`src/rtl/spi_cmd_arbiter.sv`:
```
// Two-requester round-robin command arbiter in front of SPI_driver.
// Issues one command at a time, waits for a fresh completion edge, and recovers the driver after a timeout.
`timescale 1ns/1ps

module spi_cmd_arbiter #(
    parameter int TIMEOUT_CYCLES = 65535,
    parameter int RECOVER_CYCLES = 4
) (
    input  logic        clk,
    input  logic        rst,
    input  logic [1:0]  req_valid,
    output logic [1:0]  req_ready,
    input  logic [1:0]  req_is_write,
    input  logic [15:0] req_addr,
    input  logic [15:0] req_wdata,
    input  logic [15:0] req_num,
    output logic [1:0]  resp_valid,
    output logic        resp_timeout,
    output logic        busy,
    output logic        grant_id,
    output logic        new_command,
    output logic        is_write,
    output logic [7:0]  write_register_addr,
    output logic [7:0]  write_data,
    output logic [7:0]  start_read_register_addr,
    output logic [7:0]  num_regs_to_read,
    output logic        drv_rst,
    input  logic        write_complete,
    input  logic        read_complete
);

    localparam int CNT_MAX = (TIMEOUT_CYCLES > RECOVER_CYCLES) ? TIMEOUT_CYCLES : RECOVER_CYCLES;
    localparam int CW      = $clog2(CNT_MAX);

    typedef enum logic [2:0] {IDLE, ISSUE, WAIT_DONE, RECOVER, RESP} state_t;

    state_t          state_r, state_s;
    logic [CW-1:0]   cnt_r, cnt_s;
    logic            last_grant_r;
    logic            prev_flag_r;
    logic            grant_s, transfer_s, gid_s, sel_flag_s, edge_s, resp_to_s;
    logic [3:0]      lane_s;

    // Round-robin grant and the combinational accept handshake
    always_comb begin
        if (req_valid[~last_grant_r]) begin
            grant_s = ~last_grant_r;
        end else begin
            grant_s = last_grant_r;
        end
        lane_s     = {grant_s, 3'b000};
        transfer_s = (state_r == IDLE) && req_valid[grant_s];
        gid_s      = transfer_s ? grant_s : grant_id;
        req_ready  = 2'b00;
        if (transfer_s) begin
            req_ready[grant_s] = 1'b1;
        end else begin
            req_ready = 2'b00;
        end
    end

    // A stale high level was captured in ISSUE, so only a genuine 0->1 transition counts
    always_comb begin
        sel_flag_s = is_write ? write_complete : read_complete;
        edge_s     = sel_flag_s & ~prev_flag_r;
    end

    // Next-state, timeout and recovery counting
    always_comb begin
        state_s   = state_r;
        cnt_s     = cnt_r;
        resp_to_s = 1'b0;
        case (state_r)
            IDLE: begin
                if (transfer_s) begin
                    if (!req_is_write[grant_s] && (req_num[lane_s +: 8] == 8'd0)) begin
                        state_s = RESP;
                    end else begin
                        state_s = ISSUE;
                    end
                end else begin
                    state_s = IDLE;
                end
            end
            ISSUE: begin
                cnt_s   = {CW{1'b0}};
                state_s = WAIT_DONE;
            end
            WAIT_DONE: begin
                if (edge_s) begin
                    state_s = RESP;
                end else if (cnt_r == CW'(TIMEOUT_CYCLES - 1)) begin
                    cnt_s   = {CW{1'b0}};
                    state_s = RECOVER;
                end else begin
                    cnt_s = cnt_r + CW'(1);
                end
            end
            RECOVER: begin
                if (cnt_r == CW'(RECOVER_CYCLES - 1)) begin
                    resp_to_s = 1'b1;
                    state_s   = RESP;
                end else begin
                    cnt_s = cnt_r + CW'(1);
                end
            end
            RESP: begin
                state_s = IDLE;
            end
            default: begin
                state_s = IDLE;
            end
        endcase
    end

    // State, registered outputs and latched command fields
    always_ff @(posedge clk) begin
        if (rst) begin
            state_r                  <= IDLE;
            cnt_r                    <= {CW{1'b0}};
            last_grant_r             <= 1'b1;
            prev_flag_r              <= 1'b0;
            resp_valid               <= 2'b00;
            resp_timeout             <= 1'b0;
            busy                     <= 1'b0;
            grant_id                 <= 1'b0;
            new_command              <= 1'b0;
            is_write                 <= 1'b0;
            write_register_addr      <= 8'd0;
            write_data               <= 8'd0;
            start_read_register_addr <= 8'd0;
            num_regs_to_read         <= 8'd0;
            drv_rst                  <= 1'b0;
        end else begin
            state_r      <= state_s;
            cnt_r        <= cnt_s;
            busy         <= (state_s != IDLE);
            new_command  <= (state_s == ISSUE);
            drv_rst      <= (state_s == RECOVER);
            resp_timeout <= (state_s == RESP) && resp_to_s;
            resp_valid   <= (state_s == RESP) ? (gid_s ? 2'b10 : 2'b01) : 2'b00;
            if ((state_r == ISSUE) || (state_r == WAIT_DONE)) begin
                prev_flag_r <= sel_flag_s;
            end
            if (transfer_s) begin
                grant_id                 <= grant_s;
                last_grant_r             <= grant_s;
                is_write                 <= req_is_write[grant_s];
                write_register_addr      <= req_addr[lane_s +: 8];
                start_read_register_addr <= req_addr[lane_s +: 8];
                write_data               <= req_wdata[lane_s +: 8];
                num_regs_to_read         <= req_num[lane_s +: 8];
            end
        end
    end

endmodule
```
`config.mk`:
```
export PLATFORM = sky130hd
export DESIGN_NAME = spi_cmd_arbiter
export DESIGN_NICKNAME = d
export VERILOG_FILES = /design/src/rtl/spi_cmd_arbiter.sv
export SDC_FILE = /design/constraint.sdc
export NUM_CORES = 1
export LEC_CHECK = 0
export ABC_AREA = 1
export ABC_CLOCK_PERIOD_IN_PS = 4030
export BUFFER_PORTS_ARGS = -buffer_cell sky130_fd_sc_hd__buf_2
export CAP_MARGIN = 10
export CORE_UTILIZATION = 30
export DETAILED_ROUTE_END_ITERATION = 10
export PLACE_DENSITY = 0.54
export SLEW_MARGIN = 0
export SYNTH_ARGS = -nofsm -noshare
export SYNTH_HDL_FRONTEND = slang
export SYNTH_SLANG_ARGS = --single-unit
```
`constraint.sdc`:
```
create_clock -name clk -period 4.03 [get_ports clk]
set_input_delay 0 -clock clk [delete_from_list [all_inputs] [get_ports clk]]
set_output_delay 0 -clock clk [all_outputs]
set_load 0.02 [all_outputs]
```
==> Yosys cells after proc, flatten, opt, wreduce, memory -nomap -nowiden <==
Index checks and enable logic that the tools add are counted.
{ "totals": {"reg_bits": 53, "output_inout_bits": 42} }
{ "op_classes": {"addsub": 1, "magnitude_cmp": 3, "eq_ne": 10, "n_shift": 3, "n_mux": 25, "bitwise": 4, "reduce_logical": 12} }
{ "ops": {"columns": ["op", "n"], "rows": [
  ["$mux 16", 3],
  ["$pmux 16 s3", 1],
  ["$shiftx 16x5->8", 3],
  ["$add 16x1->16 const B", 1],
  ["$eq 16x16->1 const B", 1],
  ["$eq 16x2->1 const B", 1],
  ["$mux 3", 5],
  ["$mux 1", 12],
  ["$pmux 3 s4", 1],
  ["$eq 3x2->1 const B", 3],
  ["$logic_not 8->1", 1],
  ["$eq 3x1->1 const B", 2],
  ["$reduce_bool 3->1", 2],
  ["$logic_and 1x1->1", 4],
  ["$lt 1x2->1 const B", 2],
  ["$mux 2", 2],
  ["$ne 2x2->1 const B", 2],
  ["$eq 3x3->1 const B", 1],
  ["$logic_not 3->1", 1],
  ["$not 1->1", 3],
  ["$reduce_and 3->1", 1],
  ["$reduce_or 2->1", 1],
  ["$and 1x1->1", 1],
  ["$demux 1 s1", 1],
  ["other kinds (3)", 3]
]} }

==> Depth between registers and ports, before layout <==
{ "logic_depth": {"word_depth": 14, "mapped_depth": 12, "depth_no_buf": 12} }

==> Worst setup path after synthesis <==
Ideal clock, no wire load.
{ "synth_path": {"kind": "register to register", "startpoint": "reg cnt_r[0]", "endpoint": "reg cnt_r[14]", "setup_time_ns": 0.115, "arrival_ns": 1.345, "required_ns": 3.915, "slack_ns": 2.570, "stages_incl_launch_ff": 10, "n_path_buf": 1, "period_less_slack_ns": 1.460, "cell_sequence": "dfxtp_1 -> ha_1 -> nand3_1 -> nor2_1 -> nand2_1 -> nand2_2 -> nand3_4 -> buf_4 -> a31oi_1 -> nor2_1"} }
{ "synth_between": {"elab_chain_cells": 4} }
{ "synth_lines": {"columns": ["item", "line", "rtl"], "rows": [
  ["start, declared", "38", "logic [CW-1:0] cnt_r, cnt_s;"],
  ["start signal, assigned", "120", "cnt_r <= {CW{1'b0}};"],
  ["start signal, assigned", "136", "cnt_r <= cnt_s;"],
  ["$add 16x1->16 or $eq 16x16->1 (tied branches)", "96, 104, 92", null],
  ["$mux 16", "92", "end else if (cnt_r == CW'(TIMEOUT_CYCLES - 1)) begin"],
  ["$mux 16", "90", "if (edge_s) begin"],
  ["$pmux 16 s3", "73", "case (state_r)"]
]} }
Parallel ways exist; a longest one is shown, timed or not. The select of a mux whose other input is x is not followed.
A chain may end at the register's enable or synchronous reset.

==> Worst setup path after layout <==
{ "layout_path": {"startpoint": "reg state_r[0]", "endpoint": "reg num_regs_to_read[5]"} }
{ "layout_between": {"elab_chain_cells": 2} }
{ "layout_lines": {"columns": ["item", "line", "rtl"], "rows": [
  ["start, declared", "37", "state_t state_r, state_s;"],
  ["start signal, assigned", "135", "state_r <= state_s;"],
  ["$logic_not 3->1", "52", "transfer_s = (state_r == IDLE) && req_valid[grant_s];"],
  ["$logic_and 1x1->1", "52", null],
  ["end signal, assigned", "152", "num_regs_to_read <= req_num[lane_s +: 8];"],
  ["end, declared", "26", "output logic [7:0] num_regs_to_read,"]
]} }
Every way passes these cells.

==> impl_results.md <==
* Post-DR wirelength/cell at ~12 um
* FF-to-FF path depth at 6
* Flop and latch count out of synthesis at 53
* Drt pass-1 iters at 4
* Initial Util at 30.8%
* CTS tree: done
* Fmax achieved at ~360 MHz
* Antenna Diode Count at 0
* Worst-Skew Late Latency at about 310 ps
* Hold Path End: num_regs_to_read[4]
* CP Cell Sequence: a21oi_1 -> nand2_1 -> inv_1 -> o21ai_0 -> a31oi_1 -> dlygate4sd3_1
* First-pass GRT wire length at 12,900 um
* Post-route ant nets at 0
* Crit-path leading delay family: buffers and inverters
* Vias in the first global route at about 2,800
* Die height at a little under 100 um
* Seq/Total Area, Yosys at between 30% and 40%
* Hold_sp: req_num[4]
* WHS Path Cells at 3
* Pwr dens at slightly above 400 nW/um^2
* Row count at 35
* Die area at 9840 sq um
* Warnings from Yosys at 0
* Crit path kind: reg -> reg
* Core Region at between 9000 and 10,000 sq um
* Via Count at 3,054
* Final setup viols at 0
* Final period util at 68.0%
* Synth top area cells: dfxtp_1 37%, nand2_1 20%, inv_1 6.1%
* Status: complete, no violations
* CP bufs+invs at 2
* Max Clock Skew at 9.73 ps
* Share of cells above drive strength 1 at 22.1%
* Placed Instance Area at approximately 3300 sq um
* Gr ovfl total at 0
* CP max FO at 21
* CP startpoint kind: flop
* GRT Total Usage at around 16%
* RSZ-0062 raised after global routing: no
* Clock Sinks at 53
* Max Cap Violations at 0
* GPL Wtd Cong at a little under 0.9
* Layout area overhead at 34.6%
* Via density per instance at between 4 and 5
* Worst Hold Class: in -> reg
* Postcts setup bufs at 0
* Gate Count Post-Synth at 433
* Final #Nets at roughly 610
* Setup TNS at 0 ps
* Root Buffer: clkbuf_8
* Syn nets at between 400 and 500
* Slowest-stage cell, CP: nand2_1
* I/O pins at between 90 and 100
* Worst-margin pin slew at approximately 940 ps
* WL final at a little under 8000 um
* Fillers at roughly 950
* CTS max path bufs at 2
* I/O Buffers at between 90 and 100
* Average size of a mapped cell at around 6.5 sq um
* Final instance area at 3810 sq um
* Initial antenna violation count at 0
* Initial DRC count at ~130
* Critical Path End Type: flop
* Hold Fails Final Rpt at 0
* WP data required at about 4200 ps
* Worst IR Drop VDD at 0.229 mV
* Mapped cell area at ~2800 sq um
* Cell accounting for the most synthesized area: dfxtp_1
* R2r endpoint: num_regs_to_read[5]
* H-tree depth at 2
* Largest net degree at the start of global routing at 31
* FF-to-FF Start: state_r[0]
* Pins over their slew limit at 0
* FF-to-FF setup slack at roughly 1300 ps
* Slew margin rel. at 36.9%
* Top cell type's share of synthesized area at 37.4%
* Drt drc at 0
* P_leak at between 1.5 and 2 nW
* Tmin final at 2740 ps
* DP HPWL at approximately 5300 um
* Slowest stage delay, CP at between 600 and 700 ps
* Post-synth cell types at 29
* Die W at approximately 99 um
* Total CTS buffers at 5
* CP Data Arrival Time at around 2900 ps
* Worst-path clk slew at roughly 100 ps
* Cts repair resizes at 0
-- worst min-delay path: cells and delay by family --
kind / cells / cell delay (ps)
AO/OA/AOI/OAI: 2 / 210
buffers and inverters: 1 / 70
-- metal layers --
layer | up-vias | GRT usage (%) | routed length (um) | share of wire (%)
li1 | 1623 | - | - | -
met5 | - | 0 | 0 | 0
met4 | 0 | 4.98 | 55 | 0.71
met1 | 1355 | 20.1 | 3660 | 47
met2 | 72 | 27.7 | 3700 | 48
met3 | 4 | 3.37 | 344 | 4.4
-- cell type report --
| type | instances | area [sq um] | share of cell area [%] |
|---|---|---|---|
| Multi-Input combinational cell | 311 | 1450 | 38.1 |
| Sequential cell | 53 | 1060 | 27.8 |
| Timing Repair Buffer | 135 | 866 | 22.7 |
| Inverter | 49 | 185 | 4.85 |
| Tap cell | 111 | 139 | 3.64 |
| Clock buffer | 6 | 72.6 | 1.90 |
| Clock inverter | 2 | 38.8 | 1.02 |
-- registers in the layout, indices dropped and copies added (netlist names) --
name	count
cnt_r	16
num_regs_to_read	8
start_read_register_addr	8
write_data	8
state_r	3
resp_valid	2
busy	1
drv_rst	1
grant_id	1
is_write	1
last_grant_r	1
new_command	1
prev_flag_r	1
resp_timeout	1
-- worst max-delay path by stage --
stage	startpoint	endpoint	slack, ps	cells past startpoint
floorplan	cnt_r[0]	cnt_r[14]	2570	9
global placement	state_r[0]	resp_valid[1]	1830	7
finish	state_r[0]	num_regs_to_read[5]	1290	6
CTS	state_r[0]	num_regs_to_read[2]	1230	6
detailed placement	state_r[0]	resp_valid[1]	1740	7
global route	state_r[0]	num_regs_to_read[5]	1030	6
-- cells by family (layout without fill, tap and decap cells) --
| family | Yosys count | count (layout) | synth area share (%) |
|---|---|---|---|
| AND/OR/NAND/NOR | 244 | 244 | 37.3 |
| AO/OA/AOI/OAI | 65 | 65 | 13.0 |
| buffers and inverters | 69 | 192 | 11.3 |
| flip-flops | 53 | 53 | 37.4 |
| adder cells (fa/ha/maj) | 2 | 2 | 0.882 |
-- power by group --
part | leakage (nW) | internal [mW] | total, mW | switching (mW)
Sequential | 0.434 | 0.593 | 0.640 | 0.0477
Combinational | 1.35 | 0.208 | 0.569 | 0.362
Clock | 0.0554 | 0.187 | 0.365 | 0.178
Total | 1.84 | 0.987 | 1.57 | 0.588
-- cell usage after synthesis, drive strengths merged --
master	count
inv	48
o21ai	21
nand3	22
nor3	1
a21oi	22
nand2	155
a31oi	21
nor2	52
clkbuf	6
o21bai	1
buf	14
nand4	12
dfxtp	53
nand3b	2
ha	2
clkinv	1
-- timing repair --
action / 4_1_cts / 5_1_grt
hold buffers: 38 / 0
endpoints found under the hold margin: 19 / 0
setup endpoints to repair: 0 / 0
-- stage by stage --
stage	util [%]	power [mW]	std cells	hold WS [ps]	setup slack, ps
2_1_floorplan	-	1.04	433	145	2570
3_3_place_gp	36.1	1.16	621	261	1830
3_5_place_dp	36.1	1.16	621	266	1740
4_1_cts	41.5	1.59	667	13.7	1230
5_1_grt	41.5	1.68	667	17.9	1030
6_report	41.5	1.57	667	16.1	1290
-- layout by cell type (no fill, tap or decap), drive strengths merged, types with 6 or more instances in the layout --
cell / synthesis / routed
a31oi: 21 / 21
nand4: 12 / 12
nor2: 52 / 52
clkbuf: 6 / 6
inv: 48 / 48
nand3: 22 / 22
dlygate4sd3: 0 / 38
dfxtp: 53 / 53
o21ai: 21 / 21
nand2: 155 / 155
a21oi: 22 / 22
buf: 14 / 97
Note: power is estimated with default switching activity, not from simulation.
